==> src/rtl/instr_sequencer_pkg.sv <==
// Shared types and constants for the instruction buffer / issue sequencer.
// Imported by the sequencer top and its program memory.
package instr_seq_pkg;

    localparam int DEFAULT_DEPTH = 8;
    localparam int DEFAULT_WIDTH = 9;

    typedef enum logic [1:0] {
        IDLE = 2'd0,
        RUN  = 2'd1,
        DONE = 2'd2
    } seq_state_t;

    // The word count has to hold the value DEPTH itself, not just DEPTH-1.
    function automatic int cntWidth(input int depth);
        return $clog2(depth + 1);
    endfunction

endpackage

==> src/rtl/instr_sequencer_mem.sv <==
// Program storage: DEPTH x WIDTH register file with one synchronous write port
// and one asynchronous read port. Contents are intentionally not reset.
module instr_mem #(
    parameter int DEPTH = 8,
    parameter int WIDTH = 9
) (
    input  logic                     CLK,
    input  logic                     i_wrEn,
    input  logic [$clog2(DEPTH)-1:0] i_wrAddr,
    input  logic [WIDTH-1:0]         i_wrData,
    input  logic [$clog2(DEPTH)-1:0] i_rdAddr,
    output logic [WIDTH-1:0]         o_rdData
);

    logic [WIDTH-1:0] r_mem [DEPTH];

    always_ff @(posedge CLK) begin
        if (i_wrEn) begin
            r_mem[i_wrAddr] <= i_wrData;
        end
    end

    assign o_rdData = r_mem[i_rdAddr];

endmodule

==> src/rtl/instr_sequencer.sv <==
// Program buffer and issue sequencer feeding the cpu instruction port: the host
// loads words through a valid/ready handshake, and start replays them in order.
module instr_sequencer
    import instr_seq_pkg::*;
#(
    parameter int DEPTH = DEFAULT_DEPTH,
    parameter int WIDTH = DEFAULT_WIDTH
) (
    input  logic                       CLK,
    input  logic                       RESET,
    input  logic                       load_valid,
    input  logic [WIDTH-1:0]           load_data,
    output logic                       load_ready,
    input  logic                       start,
    input  logic                       loop_en,
    input  logic                       clear,
    output logic [WIDTH-1:0]           INSTRUCTION,
    output logic                       write_en,
    output logic                       busy,
    output logic                       done,
    output logic [cntWidth(DEPTH)-1:0] count
);

    localparam int CW = cntWidth(DEPTH);
    localparam int AW = $clog2(DEPTH);
    localparam logic [CW-1:0] FULL = CW'(DEPTH);

    seq_state_t       r_state;
    logic [CW-1:0]    r_count;
    logic [CW-1:0]    r_ptr;
    logic [WIDTH-1:0] r_instr;
    logic             r_writeEn;

    logic             w_startOk;
    logic             w_atEnd;
    logic             w_wrEn;
    logic [AW-1:0]    w_rdAddr;
    logic [WIDTH-1:0] w_rdData;

    assign w_startOk  = start && (r_count != '0);
    assign w_atEnd    = (r_ptr == r_count);
    assign load_ready = (r_state == IDLE) && (r_count < FULL);

    // Start and clear both take precedence over a load presented on the same edge.
    assign w_wrEn   = load_valid && load_ready && !clear && !w_startOk;
    assign w_rdAddr = (r_state == RUN && !w_atEnd) ? r_ptr[AW-1:0] : '0;

    instr_mem #(
        .DEPTH (DEPTH),
        .WIDTH (WIDTH)
    ) u_mem (
        .CLK      (CLK),
        .i_wrEn   (w_wrEn),
        .i_wrAddr (r_count[AW-1:0]),
        .i_wrData (load_data),
        .i_rdAddr (w_rdAddr),
        .o_rdData (w_rdData)
    );

    always_ff @(posedge CLK or posedge RESET) begin
        if (RESET) begin
            r_state   <= IDLE;
            r_count   <= '0;
            r_ptr     <= '0;
            r_instr   <= '0;
            r_writeEn <= 1'b0;
        end else if (clear) begin
            r_state   <= IDLE;
            r_count   <= '0;
            r_ptr     <= '0;
            r_writeEn <= 1'b0;
        end else begin
            case (r_state)
                IDLE, DONE: begin
                    if (w_startOk) begin
                        r_instr   <= w_rdData;
                        r_writeEn <= 1'b1;
                        r_ptr     <= CW'(1);
                        r_state   <= RUN;
                    end else if (w_wrEn) begin
                        r_count <= r_count + 1'b1;
                    end
                end
                RUN: begin
                    // loop_en only matters at the wrap point; mid-program it is ignored.
                    if (w_atEnd && loop_en) begin
                        r_instr <= w_rdData;
                        r_ptr   <= CW'(1);
                    end else if (w_atEnd) begin
                        r_writeEn <= 1'b0;
                        r_state   <= DONE;
                    end else begin
                        r_instr <= w_rdData;
                        r_ptr   <= r_ptr + 1'b1;
                    end
                end
                default: begin
                    r_state   <= IDLE;
                    r_writeEn <= 1'b0;
                end
            endcase
        end
    end

    assign INSTRUCTION = r_instr;
    assign write_en    = r_writeEn;
    assign busy        = (r_state == RUN);
    assign done        = (r_state == DONE);
    assign count       = r_count;

endmodule

==> config.mk <==
export PLATFORM = sky130hd
export DESIGN_NAME = instr_sequencer
export DESIGN_NICKNAME = d
export VERILOG_FILES = /design/src/rtl/instr_sequencer_pkg.sv /design/src/rtl/instr_sequencer_mem.sv /design/src/rtl/instr_sequencer.sv
export SDC_FILE = /design/constraint.sdc
export NUM_CORES = 1
export LEC_CHECK = 0
export ABC_AREA = 1
export CORE_UTILIZATION = 52
export CTS_CLUSTER_SIZE = 16
export DETAILED_ROUTE_END_ITERATION = 16
export PLACE_DENSITY = 0.75
export SLEW_MARGIN = 10
export SYNTH_ARGS = -nofsm -noshare
export SYNTH_HDL_FRONTEND = slang
export SYNTH_SLANG_ARGS = --single-unit
==> constraint.sdc <==
create_clock -name CLK -period 2.4 [get_ports CLK]
set_input_delay 0.48 -clock CLK [delete_from_list [all_inputs] [get_ports CLK]]
set_output_delay 0.48 -clock CLK [all_outputs]
set_load 0.01 [all_outputs]
== Yosys cells after proc, flatten, opt, wreduce, memory -nomap -nowiden ==
Memory sizes are Yosys's and may differ from the RTL's.
Cells that the tools add are included.

* Memories kept: 1
* Output and inout port bits: 17
* Input port bits: 15
* Flip-flop bits (word level): 20
* Bits in writable memories: 72
* Logic and storage cells: 67

* Eq/ne operators: 10
* Bitwise gates (word level): 1
* Muxes and demuxes: 26
* Add/subtract/negate cells: 2
* $lt $le $gt $ge: 1
* Reductions and logical operators: 21

{| class="wikitable"
|+ Memories
! name !! words !! width !! rd ports !! clocked after memory_dff !! write ports !! RTL line !! text
|-
| u_mem.r_mem || 8 || 9 || 1 || 0 || 1 || instr_sequencer_mem.sv:15 || <nowiki>logic [WIDTH-1:0] r_mem [DEPTH];</nowiki>
|}

{| class="wikitable"
|+ Operator list
! cell !! number
|-
| $mux 4 || 8
|-
| $mux 9 || 3
|-
| $pmux 9 s2 || 1
|-
| $reduce_and 3->1 || 3
|-
| $add 4x1->4 const B || 2
|-
| $mux 2 || 4
|-
| $pmux 4 s2 || 1
|-
| $logic_and 1x1->1 || 7
|-
| $mux 1 || 6
|-
| $ne 3x2->1 const B || 2
|-
| $ne 3x3->1 const B || 2
|-
| $reduce_bool 2->1 || 3
|-
| $eq 4x4->1 || 1
|-
| $lt 4x4->1 const B || 1
|-
| $ne 2x2->1 const B || 2
|-
| $ne 4x3->1 const B || 1
|-
| $pmux 2 s2 || 1
|-
| $reduce_and 4->1 || 1
|-
| $reduce_bool 4->1 || 1
|-
| $logic_not 1->1 || 3
|-
| $mux 3 || 1
|-
| $reduce_bool 3->1 || 1
|-
| $eq 2x1->1 const B || 1
|-
| $eq 2x2->1 const B || 1
|-
| other kinds (4) || 4
|}

== Logic depth before layout (Yosys ltp) ==
* Depth after elaboration: 9
* Gate-level depth with buffers: 13
* Mapped depth without buffers: 11

== Cells and area by module ==
A second synthesis with hierarchy kept.

* Cells, all modules: 466
* Area total of the unflattened synthesis: 4310.4 um2

{| class="wikitable"
|+ By module, submodules not included
! module !! times used !! area each (um2) !! cells an instance
|-
| instr_mem || 1 || 3228.1 || 328
|-
| instr_sequencer || 1 || 1082.3 || 138
|}

== Worst setup path before layout ==
Ideal clock, no wire load.

* Path type: register to register
* From: reg r_state[0]
* To: mem u_mem.r_mem[6][0] (enable)
* Path slack: 0.010 ns
* Stages on the path, launching flop included: 8
* Path buffers: 0
* Required time: 2.013 ns
* Arrival: 2.003 ns
* Library setup time: 0.387 ns
* Clock period less this slack: 2.390 ns
* Cells stage by stage: dfrtp_1 -> nor3_1 -> nand2_1 -> nor2_1 -> nand2_1 -> inv_1 -> nand2_1 -> nor3_1

* Word-level cells in the longest chain between the ends: 7

{| class="wikitable"
|+ RTL lines
! item !! RTL line !! text
|-
| start, declared || instr_sequencer.sv:28 || <nowiki>seq_state_t r_state;</nowiki>
|-
| start signal, assigned || instr_sequencer.sv:62 || <nowiki>r_state <= IDLE;</nowiki>
|-
| start signal, assigned || instr_sequencer.sv:68 || <nowiki>r_state <= IDLE;</nowiki>
|-
| start signal, assigned || instr_sequencer.sv:79 || <nowiki>r_state <= RUN;</nowiki>
|-
| $logic_not 2->1 || instr_sequencer.sv:42 || <nowiki>assign load_ready = (r_state == IDLE) && (r_count < FULL);</nowiki>
|-
| $logic_and 1x1->1 || instr_sequencer.sv:42 ||
|-
| net load_ready || instr_sequencer.sv:13 || <nowiki>output logic load_ready,</nowiki>
|-
| $logic_and 1x1->1 (3 in a row) || instr_sequencer.sv:45 || <nowiki>assign w_wrEn = load_valid && load_ready && !clear && !w_startOk;</nowiki>
|-
| $mux 1 || instr_sequencer_mem.sv:18 || <nowiki>if (i_wrEn) begin</nowiki>
|-
| $mux 1 (implied by the code) || instr_sequencer_mem.sv:19 || <nowiki>r_mem[i_wrAddr] <= i_wrData;</nowiki>
|-
| end, declared || instr_sequencer_mem.sv:15 ||
|}

The timed path passes the listed nets, and every way through them passes these cells.

== Final worst setup path ==
* From: reg r_state[0]
* To: out busy

* Word-level cells in the longest chain between the ends: 1

{| class="wikitable"
|+ RTL lines
! item !! RTL line !! text
|-
| $eq 2x1->1 || instr_sequencer.sv:107 || <nowiki>assign busy = (r_state == RUN);</nowiki>
|-
| end, declared || instr_sequencer.sv:19 || <nowiki>output logic busy,</nowiki>
|}

No other way between the ends.

==> impl_metrics.yaml <==
logic_synthesis:
  yosysWarnings: 0
  async_flop_share_pct: 20.9
  syn-cell-area_um2: 4230
  syn-instance-count: 399
  yosysTopAreaCellShare_pct: 51.1
  yosysMostFrequentCell: "nand3_1"
  ys_seq_area_share_pct: 62.4
  yosys-top-cells-count: "nand3_1, edfxtp_1, nand2_1, inv_1, nand3b_1"
  synth_fp_nets: 417
  avgSynthCellArea_um2: 10.6
  ys_seq_elements: 91
  synth-edff-count: 72
  synthTopCellsByArea: "edfxtp_1, dfrtp_1, nand3_1"
  ys_types: 30
  synthFlopType: "edfxtp_1"
  synth_area_leader_cell: "edfxtp_1"
worst_hold_path:
  hold_class: "reg -> reg"
timing:
  hold_viol_final: 0
  rsz0062_at_grt: "false"
  setup-violations-final: 0
  post-route-period-util_pct: 93.0
  drv_slew: 0
  slew_headroom_pct: 48.2
  fin_crit_ns: 2.23
  max_slew.worst_pin.slew_ns: 0.776
  fmax_mhz: 448
  finalClockSkew_ns: 0.0125
  holdWs_ns: 0.515
worst_setup_path:
  required_ns: 1.92
  cp-start-kind: "flop"
  worstPathArrival_ns: 1.75
  crit_type: "reg -> out"
  crit_slowest_cell: "clkdlybuf4s50_1"
  path_delay_family: "buffers and inverters"
  worst_setup_path_end_kind: "output pin"
  critical_path.max_fanout: 6
  max_stage_delay_ns: 0.56
  cp_cell_sequence: "nand2_1 -> inv_2 -> clkdlybuf4s50_1"
  crit_buf_inv: 2
power:
  ir_drop_mv: 0.421
  power.density_nw_per_um2: 893
  power.total_mw: 4.38
  leakage_nw: 2.03
floorplanning:
  die_h_um: 92.2
  io_pins: 32
  die_x_um: 92.2
  core_um2: 7810
  initial_utilization_pct: 54.2
  fp.dieArea_um2: 8500
  row_count: 32
drt:
  routedWlPerCell_um: 17.3
  dr_total_vias: 3031
  drt_iter0_markers: 240
  dr.pass1.iters: 5
  antenna_left: 0
  totalWireLength_um: 9480
  drc: 0
  viasPerCell: 5.52
global_routing:
  grtUsageTotal_pct: 24.6
  antenna_found_initial: 0
  grt_max_degree: 39
  overflow: 0
  grt_pass1_wl_um: 15400
  grt_pass1_vias: 2876
layout:
  final_util_pct: 62.8
  area_growth_pct: 16.0
  fillers: 683
  nets: 460
  diodes: 0
  layout-drive-gt1-share_pct: 12.1
clock_network:
  cts_buffers: 9
  htree_num_levels: 3
  cts_tree: "done"
  clkLatencyLatePin_ns: 0.36
  post_cts_buffers: 0
  path_clk_slew_ns: 0.10
  ctsHoldBuffers: 0
  clock_sinks: 91
  root_buffer: "clkbuf_8"
  clk_path_buf_depth: 2
flow_run:
  max_cap_viol_count: 0
placement:
  dp_hpwl_um: 6570
  gp_congestion: 0.855
  portBuffers: 31
run_status:
  status: "finished, final reports clean"
power by group:
part	switching, mW	internal, mW
clock	0.546	0.594
combinational	0.819	0.476
sequential	0.0834	1.86
worst reg2reg max path: stages, from the launching register on:
cell and delay, ns:
dfrtp_1 0.45, nor3_1 0.25, nand2_1 0.07, nor2_1 0.20, nand2_1 0.10, inv_1 0.11, nand2_1 0.09, buf_4 0.16
nor3_1 0.17, buf_4 0.22
cell families after synthesis:
family / count (synthesis) / share of synthesized area [%]
XOR/XNOR: 2 / 0.414
adder cells (fa/ha/maj): 3 / 0.888
AND/OR/NAND/NOR: 201 / 24.7
AO/OA/AOI/OAI: 22 / 2.93
flip-flops: 91 / 62.4
buffers and inverters: 80 / 8.70
routing by layer:
layer,part of all wire (%),wire [um],global-route usage (%)
met1,45,4290,35.2
met2,45,4290,37.7
met3,7.0,661,3.57
met4,2.6,244,10.2
met5,0,0,0
worst paths after layout:
path / from / endpoint / slack [ns] / depth (start not counted)
max in group asynchronous: RESET / count[1] / 1.35 / 2
min in group asynchronous: RESET / INSTRUCTION[7] / 0.56 / 2
setup / recovery: r_state[0] / busy / 0.17 / 3
hold reg to reg: INSTRUCTION[8] / INSTRUCTION[8] / 0.51 / 2
setup reg to reg: r_state[0] / u_mem.r_mem[6][0] / 0.30 / 9
hold / removal: INSTRUCTION[8] / INSTRUCTION[8] / 0.51 / 2
placed cells by master (no fill, tap or decap), types with 7 or more instances in the layout:
master           Yosys  routed
nand3_1             77      77
edfxtp_1            72      72
nand2_1             67      67
inv_1               57      56
clkdlybuf4s50_1      0      31
nand3b_1            26      26
dfrtp_1             19      19
buf_4                9      17
o21ai_0             12      12
nor3_1               9       9
clkbuf_8             0       9
inv_2                6       7
nor2_1               9       7
final cells by class:
class	count	area (um^2)	share of cell area [%]
clock buffer	11	131	2.68
clock inverter	5	85.1	1.73
multi-input combinational	228	1230	25.1
tap	102	128	2.60
timing repair buffer	49	458	9.34
inverter	63	236	4.82
sequential	91	2640	53.8
metrics by stage:
stage,std cells,area (um^2),worst slack (ns),TNS (ns)
3_5_place_dp,533,4680,-0.0350,-0.558
5_1_grt,549,4900,0.0810,0
4_1_cts,549,4900,0.0786,0
3_3_place_gp,533,4680,0.0107,0
2_1_floorplan,399,4230,0.0103,0
6_report,549,4900,0.168,0
flip-flops by register name, indices dropped and copies added, names as in the netlist:
name and count:
INSTRUCTION 9, count 4, r_ptr 4, r_state 2, u_mem.r_mem 72
what timing repair did:
item / in CTS / in global routing
setup endpoints to repair: 0 / 19
gates resized for setup: 0 / 3
hold endpoints to repair: 0 / 0
Power figures use the tool's default switching activity.
